[src/rtl/bin2bcd_seq_pkg.sv]
// Shared definitions for the sequential binary-to-BCD converter: state
// encoding, default geometry and configuration checks usable at elaboration.
package bin2bcd_seq_pkg;

    typedef enum logic {
        IDLE  = 1'b0,
        SHIFT = 1'b1
    } state_t;

    localparam int DEF_WIDTH  = 8;
    localparam int DEF_DIGITS = 3;
    localparam int DEF_CNTW   = 4;

    // True when DIGITS decimal digits can hold every WIDTH-bit unsigned value.
    function automatic bit digits_ok(input int w, input int d);
        longint lim;
        longint p;
        lim = (longint'(1) << w) - 1;
        p   = 1;
        for (int k = 0; k < d; k++) begin
            p = p * 10;
        end
        return p > lim;
    endfunction

    // True when a CNTW-bit counter can be loaded with WIDTH.
    function automatic bit cntw_ok(input int cw, input int w);
        return (longint'(1) << cw) > longint'(w);
    endfunction

endpackage

[src/rtl/bin2bcd_seq_add3.sv]
// Double-dabble digit correction: a BCD digit of 5 or more gets +3 so that the
// following left shift carries into the next decimal digit. Purely combinational.
module bcd_add3_4bit (
    input  logic [3:0] d_i,
    output logic [3:0] d_o
);

    // Add 3 (mod 16) when the digit is 5..15, otherwise pass through.
    always_comb begin
        d_o = d_i;
        if (d_i >= 4'd5) begin
            d_o = d_i + 4'd3;
        end
    end

endmodule

[src/rtl/bin2bcd_seq.sv]
// Sequential binary-to-BCD converter. One double-dabble iteration (correct,
// then shift) per clock over a {bcd, bin} shift register.
//
// Handshake: start is sampled only while busy is low; the operand on in is
// captured on that same edge. busy is high for WIDTH cycles, then valid pulses
// for one cycle with the result on out. out holds until the next result or
// reset. A start in the valid cycle is accepted, so conversions can run
// back-to-back every WIDTH+1 cycles.
module bin2bcd_seq
    import bin2bcd_seq_pkg::*;
#(
    parameter int WIDTH  = DEF_WIDTH,
    parameter int DIGITS = DEF_DIGITS,
    parameter int CNTW   = DEF_CNTW
) (
    input  logic                  clk,
    input  logic                  rst,
    input  logic                  start,
    input  logic [WIDTH-1:0]      in,
    output logic [4*DIGITS-1:0]   out,
    output logic                  busy,
    output logic                  valid
);

    localparam int BW = 4 * DIGITS;
    localparam int SW = WIDTH + BW;

    // Configuration checks: a geometry that cannot represent the input range
    // or count the iterations is rejected while elaborating.
    if (!digits_ok(WIDTH, DIGITS)) begin : g_digits_err
        $error("bin2bcd_seq: DIGITS=%0d too small for WIDTH=%0d", DIGITS, WIDTH);
    end
    if (!cntw_ok(CNTW, WIDTH)) begin : g_cntw_err
        $error("bin2bcd_seq: CNTW=%0d too small for WIDTH=%0d", CNTW, WIDTH);
    end

    state_t             state_q, state_d;
    logic [SW-1:0]      sr_q, sr_d;
    logic [CNTW-1:0]    cnt_q, cnt_d;
    logic [BW-1:0]      out_q, out_d;
    logic               busy_q, busy_d;
    logic               valid_q, valid_d;

    logic [BW-1:0]      bcd_corr;
    logic [SW-1:0]      sr_shifted;

    // One add-3 corrector per BCD digit of the accumulator.
    for (genvar g = 0; g < DIGITS; g++) begin : g_digit
        bcd_add3_4bit u_add3 (
            .d_i (sr_q[WIDTH + 4*g +: 4]),
            .d_o (bcd_corr[4*g +: 4])
        );
    end

    // Corrected accumulator joined with the remaining binary bits, shifted left;
    // the binary MSB lands in bcd bit 0.
    assign sr_shifted = {bcd_corr, sr_q[WIDTH-1:0]} << 1;

    // Next-state and output logic for the IDLE/SHIFT sequencer.
    always_comb begin
        state_d = state_q;
        sr_d    = sr_q;
        cnt_d   = cnt_q;
        out_d   = out_q;
        busy_d  = busy_q;
        valid_d = 1'b0;
        unique case (state_q)
            IDLE: begin
                if (start) begin
                    sr_d    = {{BW{1'b0}}, in};
                    cnt_d   = CNTW'(WIDTH);
                    busy_d  = 1'b1;
                    state_d = SHIFT;
                end
            end
            SHIFT: begin
                sr_d  = sr_shifted;
                cnt_d = cnt_q - 1'b1;
                if (cnt_q == CNTW'(1)) begin
                    out_d   = sr_shifted[SW-1:WIDTH];
                    valid_d = 1'b1;
                    busy_d  = 1'b0;
                    state_d = IDLE;
                end
            end
            default: begin
                state_d = IDLE;
            end
        endcase
    end

    // State registers; synchronous reset aborts any conversion in flight.
    always_ff @(posedge clk) begin
        if (rst) begin
            state_q <= IDLE;
            sr_q    <= '0;
            cnt_q   <= '0;
            out_q   <= '0;
            busy_q  <= 1'b0;
            valid_q <= 1'b0;
        end else begin
            state_q <= state_d;
            sr_q    <= sr_d;
            cnt_q   <= cnt_d;
            out_q   <= out_d;
            busy_q  <= busy_d;
            valid_q <= valid_d;
        end
    end

    assign out   = out_q;
    assign busy  = busy_q;
    assign valid = valid_q;

endmodule

[config.mk]
export PLATFORM = sky130hd
export DESIGN_NAME = bin2bcd_seq
export DESIGN_NICKNAME = d
export VERILOG_FILES = /design/src/rtl/bin2bcd_seq_pkg.sv /design/src/rtl/bin2bcd_seq_add3.sv /design/src/rtl/bin2bcd_seq.sv
export SDC_FILE = /design/constraint.sdc
export NUM_CORES = 1
export LEC_CHECK = 0
export ABC_AREA = 1
export CORE_MARGIN = 2
export CORE_UTILIZATION = 48
export DETAILED_ROUTE_END_ITERATION = 6
export PLACE_DENSITY = 0.81
export SYNTH_ARGS = -nofsm -noshare
export SYNTH_HDL_FRONTEND = slang
export SYNTH_SLANG_ARGS = --single-unit
[constraint.sdc]
create_clock -name clk -period 1.3 [get_ports clk]
set_clock_uncertainty 0.1 [all_clocks]
set_input_delay 0.195 -clock clk [delete_from_list [all_inputs] [get_ports clk]]
set_output_delay 0.195 -clock clk [all_outputs]
set_load 0.005 [all_outputs]
Word-level counts from Yosys, hierarchy flattened

Cells that the tools add are included.

Output and inout bits: 14
Register bits after elaboration: 39
Word-level logic and storage cells: 34
Input bits: 11

Eq/ne operators: 3
Magnitude comparators: 3
Bitwise logic cells: 1
Multiplexer cells: 14
Reductions and logical operators: 3
Add/subtract/negate cells: 4

Operator list:

| operator                                                                 | count |
|---|---|
| 20-bit case mux with 2 select lines                                      | 1 |
| 20-bit 2-to-1 mux                                                        | 1 |
| 4-bit by 3-bit >= comparator with 1-bit output (second input constant)   | 3 |
| 4-bit 2-to-1 mux                                                         | 3 |
| 4-bit by 2-bit adder with 4-bit output (second input constant)           | 2 |
| 4-bit case mux with 2 select lines                                       | 1 |
| 1-bit 2-to-1 mux                                                         | 5 |
| 4-bit by 1-bit == test with 1-bit output (second input constant)         | 1 |
| 1-bit case mux with 2 select lines                                       | 2 |
| 2-bit AND reduction                                                      | 2 |
| 4-bit by 1-bit subtractor with 4-bit output (second input constant)      | 1 |
| 3-bit by 2-bit adder with 3-bit output (second input constant)           | 1 |
| 3-bit 2-to-1 mux                                                         | 1 |
| 2-bit by 1-bit inequality test with 1-bit output (second input constant) | 1 |
| 2-bit inequality test (second input constant)                            | 1 |
| 2-bit OR reduction                                                       | 1 |
| 1-bit inverter                                                           | 1 |

Longest topological paths before layout

Gate-level depths: netlist of the first run.

Depth after elaboration: 3
Depth in mapped cells: 9
Mapped depth without buffers: 9

Cells and area by module

Synthesis of the first run repeated with hierarchy kept, for this count alone.

Cells, all modules: 280
Area, all modules: 1981.9 um^2

Modules (own cells, without submodules):

| module        | area an instance (um^2) | sequential area each (um^2) | instances | cells each |
|---|---|---|---|---|
| bin2bcd_seq   | 1576.5                  | 780.7                       | 1         | 211 |
| bcd_add3_4bit | 135.1                   | 0.0                         | 3         | 23 |

Least setup slack after synthesis of the first run

No wires, ideal clock.

Path type: reg-to-reg
From: register sr_q[12]
To: register sr_q[16]
Buffers on the path: 0
Library setup time: 70 ps
Slack: -25 ps
Required time: 1130 ps
Period minus slack after synthesis: 1325 ps
Stages on the path, launching flop included: 8
Arrival time: 1155 ps
Path through: dfxtp_1 -> inv_1 -> ha_1 -> nand2_1 -> nand2_1 -> o21ai_0 -> nand2_1 -> a21oi_1

Cells in the longest elaborated chain, start to end: 3
Elaborated cells between the ends (all ways): 4
Those cells by class: 1 x add/sub; 1 x order compare; 2 x mux

Ends and longest elaborated chain:

| item                                                                                                            | RTL line                                       | source |
|---|---|---|
| start: declaration                                                                                              | bin2bcd_seq.sv:38                              | `logic [SW-1:0] sr_q, sr_d;` |
| start signal: assignment                                                                                        | bin2bcd_seq.sv:103                             | `sr_q <= sr_d;` |
| 4-bit by 2-bit adder with 4-bit output / 4-bit by 3-bit >= comparator with 1-bit output (equally long branches) | bin2bcd_seq_add3.sv:12, bin2bcd_seq_add3.sv:11 |  |
| 4-bit 2-to-1 mux (*)                                                                                            | bin2bcd_seq_add3.sv:11                         | `if (d_i >= 4'd5) begin` |
| 20-bit case mux with 2 select lines (*)                                                                         | bin2bcd_seq.sv:67                              | `unique case (state_q)` |

Mark *: on every way between the ends. The rest lies on a longest branch, timed or not.
A chain may end at the register's enable or synchronous reset.

Final worst setup path of the first run

From: register sr_q[16]
To: register sr_q[17]

Cells in the longest elaborated chain, start to end: 3
Elaborated cells between the ends (all ways): 4
Those cells by class: 1 x add/sub; 1 x order compare; 2 x mux

Ends and longest elaborated chain:

| item                                                                                                            | RTL line |
|---|---|
| 4-bit by 3-bit >= comparator with 1-bit output / 3-bit by 2-bit adder with 3-bit output (equally long branches) | bin2bcd_seq_add3.sv:11, bin2bcd_seq_add3.sv:12 |
| 3-bit 2-to-1 mux (*)                                                                                            | bin2bcd_seq_add3.sv:11 |
| 20-bit case mux with 2 select lines (*)                                                                         | bin2bcd_seq.sv:67 |

Marks and branches as above.

==> results.toml, run 1 <==
[detailed_routing]
drt-initial-drc-count = 112
finalWirelength_um = 5090
drc = 0
viasPerCell = 5.23
drtPass1Iterations = 4
wire_per_inst_um = 14.3
antenna_left = 0
via_count = 1856

[grt]
grt.total_usage_pct = 22.2
first_global_vias = 1738
grt_max_degree = 15
grtUsageMet1_pct = 24.0
grt_first_pass_wirelength_um = 7260
grt_util_met2_pct = 40.7
grt.busiest_layer = "met2"
antenna_found_initial = 0
grt-ovfl-total = 0
use_met3_pct = 5.21

[synthesis]
synth_cell_type_count = 20
netlist_instances = 253
netlist_top_cells_count = "nand2_1 (87), dfxtp_1 (39), inv_1 (32)"
syn-num-nets = 272
yosys.area.top_type_share_pct = 43.7
ys.flop_type = "dfxtp_1"
synth_edf_count = 0
post-synth-top-area-cell = "dfxtp_1"
avgSynthCellArea_um2 = 7.06
synth_area_mm2 = 0.00179
ys_ff_latch = 39
synth-seq-area-share_pct = 43.7
synthTopCellsByArea = "dfxtp_1 (44%), nand2_1 (18%), nand3_1 (8.1%)"
synth_warnings = 0
synthArstFlopShare_pct = 0
yosysMostFrequentCell = "nand2_1"

[pwr]
peakVddDrop_mv = 0.616
p_leak_nw = 1.34
cellPowerDensity_mw_per_mm2 = 885

[critical_path]
crit_chain = "buf_4 > ha_4 > nand2_2 > nand3_2 > nand2_2 > nand3_2 > a21oi_2"
cp-end-kind = "flip-flop"
worstSetupPathType = "flip-flop to flip-flop"
cp.arrival_ns = 1.47
critical-path-slowest-cell = "dfxtp_2"
required_ns = 1.43
worstPathMaxFanout = 3
slowest_delay_ns = 0.34
cp-start-kind = "flip-flop"

[placement]
place_area_mm2 = 0.00223
hpwlAfterDp_um = 2620
pre_cts_slack_ns = -0.133
portBuffers = 24
gp_congestion = 0.911

[timing]
finalSetupViolCount = 13
slew_violations = 0
rsz0062_at_grt = "yes"
slew_headroom_pct = 75.2
max_freq_mhz = 745
hold_viol = 0
timing.final.ws_setup_ns = -0.0419
min_period_ns = 1.34
period_share_pct = 103
worst_pin_slew_ns = 0.370

[cts]
clock_latency_ns = 0.29
clk_pin_slew_ns = 0.07
htreeDepth = 2
cts_tree = "done"
cts_root_buf = "clkbuf_8"
cts_buffer_depth = 2
cts_buffers = 5
ctsHoldBuffers = 0
clkSinkCount = 39

[cells_and_area]
syn_to_final_growth_pct = 54.2
fin_nets = 325
fillCellCount = 239
final_cell_area_mm2 = 0.00275
drive_gt1_share_pct = 40.7
antenna_cells = 0

[worst_hold_path]
hp-class = "flip-flop to flip-flop"

[floorplan]
dieWidth_um = 65.0
rows = 22
initial_core_util_pct = 49.5
coreArea_mm2 = 0.00361
dieArea_mm2 = 0.00422
dieHeight_um = 65.0
io_pins = 25

[status]
violations = "negative setup slack"
outcome = "finished, violations left"

[flow_run]
drv_cap = 0
[state kept, by name, summed over array words and instances (netlist names)]
name and flops:
busy 1, state_q 1, sr_q 20, out 12, valid 1, cnt_q 4
[metrics by stage]
stage / hold WS, ns / instances / TNS (ns) / utilization (%) / total power, mW
global placement: 0.330 / 340 / -2.88 / 61.7 / 1.51
finish: 0.345 / 355 / -0.205 / 76.4 / 2.44
floorplan: 0.260 / 253 / 0 / - / 1.41
global route: 0.352 / 355 / -1.68 / 76.4 / 2.54
detailed placement: 0.336 / 340 / -3.38 / 61.7 / 1.52
CTS: 0.340 / 351 / -0.260 / 69.1 / 2.43
[where the power goes]
group	switching (mW)	internal, mW	leakage (nW)	total, mW
Clock	0.410	0.484	0.0515	0.894
Sequential	0.0252	1.22	0.324	1.25
Combinational	0.156	0.140	0.967	0.296
Total	0.591	1.85	1.34	2.44
[timing repair]
item	in CTS	in global routing
hold endpoints to repair	0	0
gates cloned	2	0
pin swaps	13	22
setup buffers	2	4
setup endpoints to repair	33	27
gates resized for setup	70	66
[routing by layer]
layer / vias to the layer above / routed length, um
met5: - / 0
met4: 0 / 196
met3: 19 / 211
met2: 54 / 2590
met1: 869 / 2100
li1: 914 / -
[placed cells by master, fill, tap and decap left out, drive strengths merged, types with 4 or more instances in the layout]
master         synthesis  layout
nand3                 29      29
nand2                 87      87
o21ai                  6       6
ha                     8       8
a22oi                  4       4
dfxtp                 39      39
dlygate4sd2            0      14
buf                    9      32
clkbuf                 1       8
clkdlybuf4s50          0      10
inv                   32      32
a21oi                 19      19
nor2                   8       8
nand4                  5       5
[critical path: cells and delay by family, from the launching register on]
kind	cells	cell delay, ns
buf+inv	1	0.15
simple gates	4	0.40
fa+ha+maj	1	0.16
compound gates	1	0.13
flops	1	0.34
[cell families after synthesis]
family / Yosys count / synth area share (%)
muxes: 1 / 0.561
AOI/OAI and AO/OA: 32 / 9.95
and+or+nand+nor: 131 / 30.8
DFF: 39 / 43.7
adders and majority gates: 8 / 5.61
buffers and inverters: 42 / 9.39
[cell type report]
class / count / area [um^2] / share of cell area [%]
inverters: 32 / 135 / 4.91
well taps: 48 / 60.1 / 2.18
multi-input cells: 172 / 1160 / 42.3
repair buffers: 56 / 489 / 17.8
clock buffers: 8 / 100 / 3.63
flip-flops and latches: 39 / 806 / 29.3
[final timing paths]
check / startpoint / endpoint / slack [ns] / depth (start not counted)
min: out[6] / out[6] / 0.35 / 2
max: sr_q[16] / sr_q[17] / -0.04 / 7
max reg2reg: sr_q[16] / sr_q[17] / -0.04 / 7
min reg2reg: out[6] / out[6] / 0.35 / 2
(Power assumes the default switching activity.)
==> run 2, diff against run 1 <==
CORE_MARGIN = 8   (was 2)
CORE_UTILIZATION = 43   (was 48)
PLACE_DENSITY = 0.75   (was 0.81)
SKIP_CTS_REPAIR_TIMING = 1   (was default)
==> run 2 against run 1 <==
The flow still finishes with violations (negative setup slack); clock power fell by 12%; combinational power up 5%; cell count rose by 1.4%; worst hold slack worse by 0.15 ns; total power fell by 3.7%; critical path type unchanged.
==> results.toml, run 2 (synthesis gave the netlist of run 1 again) <==
[worst_hold_path]
hp-class = "input port to flip-flop"
hold_path_depth = 3

[timing]
slew_headroom_pct = 75.1
rsz0062_at_grt = "yes"
hold_viol = 0
whs_ns = 0.200
timing.final.ws_setup_ns = -0.0778
finalSetupViolCount = 15
slew_violations = 0
min_period_ns = 1.38
max_freq_mhz = 726
worst_pin_slew_ns = 0.370
setup_tns_ns = -0.652
period_share_pct = 106

[cts]
cts_tree = "done"
clk_pin_slew_ns = 0.07
cts_root_buf = "clkbuf_8"
htreeDepth = 2
cts_buffer_depth = 2
clock_latency_ns = 0.29
cts_buffers = 5
clkSinkCount = 39

[placement]
portBuffers = 24
place_area_mm2 = 0.00225
dp.cells = 345
gp_congestion = 0.805
pre_cts_slack_ns = -0.223
hpwlAfterDp_um = 2910

[grt]
grt-ovfl-total = 0
antenna_found_initial = 0
grt.total_usage_pct = 12.8
grt_first_pass_wirelength_um = 6640
first_global_vias = 1543
grt_max_degree = 16

[critical_path]
reg2reg_from = "cnt_q[1]"
worstPathMaxFanout = 6
cp-end-kind = "flip-flop"
crit_chain = "inv_2 > ha_4 > nand4_1 > nor2_4 > clkbuf_16 > nand3_2 > nand2_1"
reg2reg_depth = 7
worstSetupEndpoint = "out[9]"
critPathLaunch = "cnt_q[1]"
critPathBufInv = 2
slowest_delay_ns = 0.32
worst-path-stages = 7
reg2reg_to = "out[9]"
critical-path-slowest-cell = "dfxtp_2"
required_ns = 1.44
cp.arrival_ns = 1.52
r2r_setup_slack_ns = -0.08
path_delay_family = "simple AND/OR/NAND/NOR gates"
cp-start-kind = "flip-flop"
worstSetupPathType = "flip-flop to flip-flop"

[floorplan]
io_pins = 25
dieWidth_um = 80.4
dieArea_mm2 = 0.00647
rows = 23
dieHeight_um = 80.4
initial_core_util_pct = 44.6
coreArea_mm2 = 0.00400

[cells_and_area]
fin_nets = 328
fin_cells = 360
layout_commonest_cell = "nand2_1"
syn_to_final_growth_pct = 58.8
multi_input_area_mm2 = 0.00115
largest_reg_flops = 20
regMostFlops = "sr_q"
drive_gt1_share_pct = 41.3
fin_util_pct = 70.9
final_cell_mix = "nand2_1 (70), buf_4 (26), dfxtp_1 (21)"
fillCellCount = 287
final_cell_area_mm2 = 0.00284
regArea_um2 = 811
antenna_cells = 0

[detailed_routing]
antenna_left = 0
wire_per_inst_um = 13.8
via_count = 1798
drc = 0
finalWirelength_um = 4960
viasPerCell = 4.99
drt-initial-drc-count = 104
drtPass1Iterations = 4

[status]
violations = "negative setup slack"
outcome = "finished, violations left"

[pwr]
peakVddDrop_mv = 0.507
cellPowerDensity_mw_per_mm2 = 828
p_leak_nw = 1.57
power.total_mw = 2.35

[flow_run]
drv_cap = 0
[run 2: changes by cell type in the layout (fill, tap and decap cells not counted), sizes merged]
cell,delta
dlymetal6s2s,+15
dlygate4sd2,-14
buf,+2
clkdlybuf4s50,-1
clkinv,+1
[run 2: worst min-delay path by stage]
stage,start,end,slack (ns)
CTS,out[0],out[0],0.35
global placement,out[7],out[7],0.33
global route,start,sr_q[0],0.21
detailed placement,out[0],out[0],0.33
floorplan,in[0],sr_q[0],0.26
finish,start,sr_q[0],0.20
[run 2: report_power, final]
group	switching (mW)	internal (mW)	leakage, nW	total, mW
registers	0.0235	1.22	0.326	1.25
logic	0.159	0.153	1.20	0.311
clock network	0.412	0.376	0.0422	0.788
total	0.594	1.75	1.57	2.35
[run 2: final cells by class]
cell class                      instances  area share [%]
Inverter                               32            4.77
Sequential cell                        39            28.6
Clock buffer                            7            2.69
Multi-Input combinational cell        172            40.5
Clock inverter                          1           0.177
Tap cell                               50            2.21
Timing Repair Buffer                   59            21.1
[run 2: worst reg2reg max path, delay by kind of cell (launching register included)]
kind / cells / cell delay [ns]
flip-flops: 1 / 0.32
adder cells (fa/ha/maj): 1 / 0.12
AND/OR/NAND/NOR: 4 / 0.53
buffers and inverters: 2 / 0.25
[run 2: per-layer routing]
| metal | GRT usage (%) | vias to the layer above | routed length [um] |
|---|---|---|---|
| li1 | - | 921 | - |
| met1 | 14.1 | 823 | 2160 |
| met2 | 21.7 | 42 | 2520 |
| met3 | 4.46 | 12 | 190 |
| met4 | 5.27 | 0 | 87 |
| met5 | 0 | - | 0 |
